--- config.mk ---
export PLATFORM = sky130hd
export DESIGN_NAME = resync_fifo_nonsynt
export DESIGN_NICKNAME = d
export VERILOG_FILES = /design/src/rtl/resync_fifo_mem.sv /design/src/rtl/resync_fifo_nonsynt.sv
export SDC_FILE = /design/constraint.sdc
export NUM_CORES = 1
export LEC_CHECK = 0
export CAP_MARGIN = 10
export CORE_UTILIZATION = 55
export CTS_BUF_LIST = sky130_fd_sc_hd__clkbuf_8
export DETAILED_ROUTE_END_ITERATION = 7
export PLACE_DENSITY_LB_ADDON = 0.1
export SLEW_MARGIN = 20
export SYNTH_ARGS = -nofsm -noshare
export SYNTH_HDL_FRONTEND = slang
export SYNTH_SLANG_ARGS = --single-unit
export TNS_END_PERCENT = 10
--- constraint.sdc ---
create_clock -name clk -period 3.4 [get_ports clk]
set_input_delay 0.68 -clock clk [delete_from_list [all_inputs] [get_ports clk]]
set_output_delay 0.68 -clock clk [all_outputs]
set_load 0.02 [all_outputs]
--- src/rtl/resync_fifo_mem.sv ---
// Storage array for resync_fifo_nonsynt.
// Provides one synchronous write port and one asynchronous read port.
module resync_fifo_mem #(
  parameter int width     = 32,
  parameter int log_depth = 3
) (
  input  logic                 clk,
  input  logic                 we,
  input  logic [log_depth-1:0] waddr,
  input  logic [width-1:0]     wdata,
  input  logic [log_depth-1:0] raddr,
  output logic [width-1:0]     rdata
);

  localparam int DEPTH = 2 ** log_depth;

  logic [width-1:0] mem [DEPTH];

  // NOTE: the array has no reset. The top masks data_rd while the FIFO is
  // empty, so stale entries can never reach the output.
  always_ff @(posedge clk) begin
    if (we) begin
      mem[waddr] <= wdata;
    end
  end

  assign rdata = mem[raddr];

endmodule

--- src/rtl/resync_fifo_nonsynt.sv ---
// Single-clock show-ahead FIFO with occupancy-derived status flags.
// Define RESYNC_FIFO_ERR_CHECK_EN to stop simulation on any overflow or underflow attempt.
module resync_fifo_nonsynt #(
  parameter int width     = 32,
  parameter int log_depth = 3
) (
  input  logic             clk,
  input  logic             rst,
  input  logic             val_wr,
  input  logic [width-1:0] data_wr,
  input  logic             val_rd,
  output logic [width-1:0] data_rd,
  output logic             empty_rd,
  output logic             almost_empty_rd,
  output logic             full_wr
);

  localparam int DEPTH = 2 ** log_depth;
  localparam logic [log_depth:0] cnt_full = (log_depth + 1)'(DEPTH);
  localparam logic [log_depth:0] cnt_one  = (log_depth + 1)'(1);

  logic [log_depth-1:0] wr_ptr;
  logic [log_depth-1:0] rd_ptr;
  logic [log_depth:0]   count;
  logic [width-1:0]     mem_rdata;
  logic                 wr_acc;
  logic                 rd_acc;

  assign empty_rd        = (count == '0);
  assign almost_empty_rd = (count == cnt_one);
  assign full_wr         = (count == cnt_full);

  // Acceptance is decided from the flags before the edge, so a read never
  // frees space for a same-cycle write, and a write never feeds a same-cycle read.
  assign wr_acc = val_wr && !full_wr;
  assign rd_acc = val_rd && !empty_rd;

  // NOTE: sequential state uses non-blocking assignments only, so every
  // register samples the values that were present before the edge.
  always_ff @(posedge clk or posedge rst) begin
    if (rst) begin
      wr_ptr <= '0;
      rd_ptr <= '0;
      count  <= '0;
    end else begin
      if (wr_acc) wr_ptr <= wr_ptr + log_depth'(1);
      if (rd_acc) rd_ptr <= rd_ptr + log_depth'(1);
      if (wr_acc && !rd_acc)      count <= count + cnt_one;
      else if (rd_acc && !wr_acc) count <= count - cnt_one;
    end
  end

  resync_fifo_mem #(
    .width     (width),
    .log_depth (log_depth)
  ) u_mem (
    .clk   (clk),
    .we    (wr_acc),
    .waddr (wr_ptr),
    .wdata (data_wr),
    .raddr (rd_ptr),
    .rdata (mem_rdata)
  );

  assign data_rd = empty_rd ? '0 : mem_rdata;

`ifdef RESYNC_FIFO_ERR_CHECK_EN
  always @(posedge clk) begin
    if (!rst && val_wr && full_wr) begin
      $error("%m: write attempted while FIFO full");
      $finish;
    end
    if (!rst && val_rd && empty_rd) begin
      $error("%m: read attempted while FIFO empty");
      $finish;
    end
  end
`else
  // Overflow and underflow attempts are dropped silently by wr_acc and rd_acc.
`endif

endmodule

# Word-level counts from Yosys, hierarchy flattened
# Memories as Yosys holds them, arrays and structs flattened.
# Cells that the tools add are included.
# W data, S select, Z words.
# totals
regBits,10
latchBits,0
ram_bits,256
rom_bits,0
word_cells,25
mem_count,1
# memory_table
memory,depth,width,read_ports,rd_ports_with_merged_regs,write_ports,line_no,source
u_mem.mem,8,32,1,0,1,resync_fifo_mem.sv:17,logic [width-1:0] mem [DEPTH];
# classes
add_sub_neg,4
multipliers,0
div,0
magnitude_cmp,0
n_eq_ne,2
shifts,0
mux,5
n_bitwise,0
reduce_logical,10
# op_table
op,n
$mux W32,1
$mux W4,2
$add A3 B1 Y3 const B,2
$add A4 B1 Y4 const B,1
$eq A4 B1 Y1 const B,1
$eq A4 B4 Y1 const B,1
$logic_and A1 B1 Y1,4
$logic_not A1 Y1,4
$logic_not A4 Y1,1
$sub A4 B1 Y4 const B,1
$mux W1,2
$reduce_bool A2 Y1,1

# Depth between registers and ports, before layout
# logic_depth
depth_word,7
ltp_mapped,9
mapped_depth_nobuf,9

# Modules after synthesis
# From an unflattened synthesis, not the netlist that was laid out.
# hier_totals
cells_unflattened,463
hier_area_um2,10577.6
# by_module_without_submodules
module,n_inst,cells_per_inst,area_per_inst_um2,seq_area_each_um2
resync_fifo_mem,1,383,9825.7,7687.4
resync_fifo_nonsynt,1,80,752.0,250.2

# Worst setup path before layout
# No wires, ideal clock.
# synth_path
path_type,register -> register
start,register count[0]
end,"memory u_mem.mem[1][0], enable pin"
setup_time_ps,461
t_arrival_ps,3185
t_required_ps,2939
setup_slack_ps,-246
stages_incl_launch_ff,6
n_path_buf,0
period_less_slack_ps,3646
path_cell_list,dfrtp_1 inv_1 ha_1 nand3b_1 nand3_1 nor3_1
# synth_between
elab_chain_len,5
# synth_rtl
item,line_no,source
from (decl),resync_fifo_nonsynt.sv:24,logic [log_depth:0] count;
from (signal assigned),resync_fifo_nonsynt.sv:48,if (wr_acc && !rd_acc) count <= count + cnt_one;
from (signal assigned),resync_fifo_nonsynt.sv:49,else if (rd_acc && !wr_acc) count <= count - cnt_one;
$eq A4 B4 Y1,resync_fifo_nonsynt.sv:31,assign full_wr = (count == cnt_full);
$logic_not A1 Y1,resync_fifo_nonsynt.sv:35,assign wr_acc = val_wr && !full_wr;
$logic_and A1 B1 Y1,resync_fifo_nonsynt.sv:35,
$mux W1,resync_fifo_mem.sv:22,if (we) begin
$mux W1 (implied by the code),resync_fifo_mem.sv:23,mem[waddr] <= wdata;
to (decl),resync_fifo_mem.sv:17,
# Every way passes these cells.

# Worst setup path after layout
# layout_path
start,register count[1]
end,output port data_rd[30]
# layout_between
elab_chain_len,2
# layout_rtl
item,line_no,source
$logic_not A4 Y1,resync_fifo_nonsynt.sv:29,assign empty_rd = (count == '0);
$mux W32,resync_fifo_nonsynt.sv:65,assign data_rd = empty_rd ? '0 : mem_rdata;
to (decl),resync_fifo_nonsynt.sv:12,"output logic [width-1:0] data_rd,"
# Every way passes these cells.

==> out/results.tsv <==
metric	value	unit
worst r2r src	count[1]	
DRT iter0 DRCs	290	
Worst-Margin Slew	0.471	ns
Post-DP Area	0.0113	mm^2
vias in the first global route	5068	
GRT Residual Overflow	0	
Chip Height	138	um
Setup Skew	0.0215	ns
I/O pin count	71	
Seq cells post-synth	266	
CP startpoint	count[1]	
sw frac	32.1	%
most frequent cells in the layout	256 x edfxtp_1, 64 x mux4_2, 46 x clkbuf_8	
f_max	300	MHz
Clock Path Buffers	3	
sequential fraction of the synthesis area	78.1	%
status	finished clean	
CTS tree	done	
Worst path slowest cell	or3b_4	
Async SR Flop Fraction	3.76	%
die width	138	um
Yosys top cell by area	edfxtp_1	
row cnt	49	
crit path max fanout	13	
Slew headroom	68.6	%
Max rail drop VDD	0.000560	V
unrepaired setup endpoints after global routing	yes	
area grow syn2layout	19.5	%
Core ar.	0.0180	mm^2
Comb pwr share	35.8	%
DRT antenna net count	0	
Mean Syn Cell Area	23.4	um^2
fin nets	597	
Clock Latency Late Sink	0.54	ns
CTS Hold Bufs	0	
post-synthesis net count	476	
Die ar.	0.0190	mm^2
Final WS setup	0.0641	ns
WS Path Type	reg2out	
commonest non-fill, non-tap cell in the layout	edfxtp_1	
startpoint types	flop	
design area	0.0121	mm^2
RD Place Congestion	0.676	
Syn Std Cell Area	0.0102	mm^2
Fin. Hold Viols	0	
antenna cells	0	
H-tree levels	2	
global-route total usage across every layer	21.9	%
Starting Density	56.4	%
Hold Crit Class	in2async	
first-pass GRT wire length	29.2	mm
switching pwr	3.48	mW
hpwl dp	10.8	mm
Crit. path cell count	7	
Yosys top cell area share	75.6	%
worst path arrival time	2.66	ns
Internal	7.35	mW
post-route insts no fill	816	
Post-synth EDFFs	256	
worst slack, placed	-0.0158	ns
Final Power	10.8	mW
placed instance count	734	
Vias/cell	5.94	
Max Slew Vio Count	0	
TritonRoute pass-1 iters	4	
number of CTS-inserted buffers	41	
clock power share	23.7	%
yosys warns	0	
endpoint class of the critical path	output port	
initial antenna violation count	0	
vias post-DR	4848	
Power Dens Cells	892	mW/mm^2
Crit path max-delay family	simple AND/OR/NAND/NOR gates	
crit path to	data_rd[30]	
crit path time final	3.34	ns
number of port buffers	70	
share of cells above drive strength 1	30.2	%
FF-to-FF path depth	6	
Reg2Reg Setup Slack	1.08	ns
Clock Pin Slew Worst Setup and Hold Paths	0.06	ns
max-cap violation count	0	
CTS Sinks	266	
CTS Root Cell	clkbuf_8	
fraction of the cycle the final worst path needs	98.1	%
Synth area leaders	edfxtp_1 76%, mux4_2 14%, a22o_1 2.8%	
Wirelength per Cell	24.0	um
Remaining DRCs	0	
synthesized netlist cell count	434	
FF-to-FF End	u_mem.mem[0][21]	
slowest stage delay, CP	0.44	ns
Netlist cell types	27	
Main synth FF type	edfxtp_1	
Flop pwr share	40.5	%
setup violators final	0	
final WL	19.6	mm
Leak Pwr	4.08	nW
largest net degree at the start of global routing	28	
crit-path cells	inv_1 -> ha_2 -> or3b_4 -> and2_4 -> buf_12 -> a22o_1 -> clkdlybuf4s15_1	
Worst EP required	2.72	ns
CP bufs+invs	3	
==> what timing repair did <==
action,CTS,global route
endpoints found under the setup margin,32,24
cloned,1,1
buffers inserted,4,1
pin swaps,2,0
gates resized for setup,36,35
==> layout make-up <==
type	instances	area (um^2)
inverter	6	26.3
clock inverter	29	176
fill	1201	5880
multi-input combinational	143	2140
clock buffer	46	633
timing repair buffer	97	946
tap	229	287
sequential	266	7940
==> flip-flops by register name, summed over array words and instances (netlist names) <==
register / cells
u_mem.mem: 256
count: 4
rd_ptr: 3
wr_ptr: 3
==> cells by family (layout without fill, tap and decap cells) <==
family	count (synthesis)	after routing	synth area share [%]
flops	266	266	78.1
mux	67	67	14.5
compound gates	34	34	2.86
buf+inv	27	178	1.75
simple gates	26	28	1.37
xor+xnor	8	8	0.689
fa+ha+maj	6	6	0.739
==> power by group through the flow <==
stage                     sequential, mW  clock [mW]  combinational, mW
after global placement              4.41           0               4.00
after global routing                4.43        2.77               4.14
after floorplan                     4.34           0               2.60
final                               4.39        2.57               3.88
after detailed placement            4.45           0               4.05
after CTS                           4.39        2.62               3.93
==> how the worst min path moves through the flow <==
stage,startpoint,endpoint,slack (ns),cells after the start
floorplan,rd_ptr[2],rd_ptr[2],0.47,1
global placement,wr_ptr[0],wr_ptr[0],0.50,1
detailed placement,count[3],count[3],0.53,1
CTS,rst,rd_ptr[2],0.43,2
global route,rst,rd_ptr[2],0.45,2
finish,rst,rd_ptr[2],0.44,2
==> synthesized netlist by cell type, types with 2 or more instances <==
cell        n
dfrtp_1    10
nand3b_1    2
edfxtp_1  256
inv_1       6
mux4_2     64
nor3_1      2
buf_4       3
buf_2      10
nand2_1     4
ha_1        6
xnor2_1     5
xor2_1      3
buf_6       7
nand2b_1    2
nor2_1      8
mux2_2      2
a22o_1     32
nand3_1     3
==> per-layer routing <==
metal / vias to the layer above / GRT usage, % / routed length, um
li1: 2093 / - / -
met1: 2585 / 29.2 / 8090
met2: 146 / 36.7 / 10100
met3: 24 / 4.79 / 1130
met4: 0 / 6.52 / 266
met5: - / 0 / 0
==> stage by stage <==
stage / utilization (%) / hold WS [ns] / TNS, ns
floorplan: - / 0.467 / -7.87
global placement: 62.9 / 0.500 / 0
detailed placement: 62.9 / 0.527 / -0.0158
CTS: 67.6 / 0.428 / 0
global route: 67.4 / 0.455 / -0.0187
finish: 67.4 / 0.440 / 0
==> worst reg2reg max path, delay by kind of cell (launching register included) <==
kind	cells	cell delay, ns
flip-flops	1	0.41
buffers and inverters	2	0.55
adder cells (fa/ha/maj)	1	0.19
AND/OR/NAND/NOR	3	0.79
(Power assumes the default switching activity.)
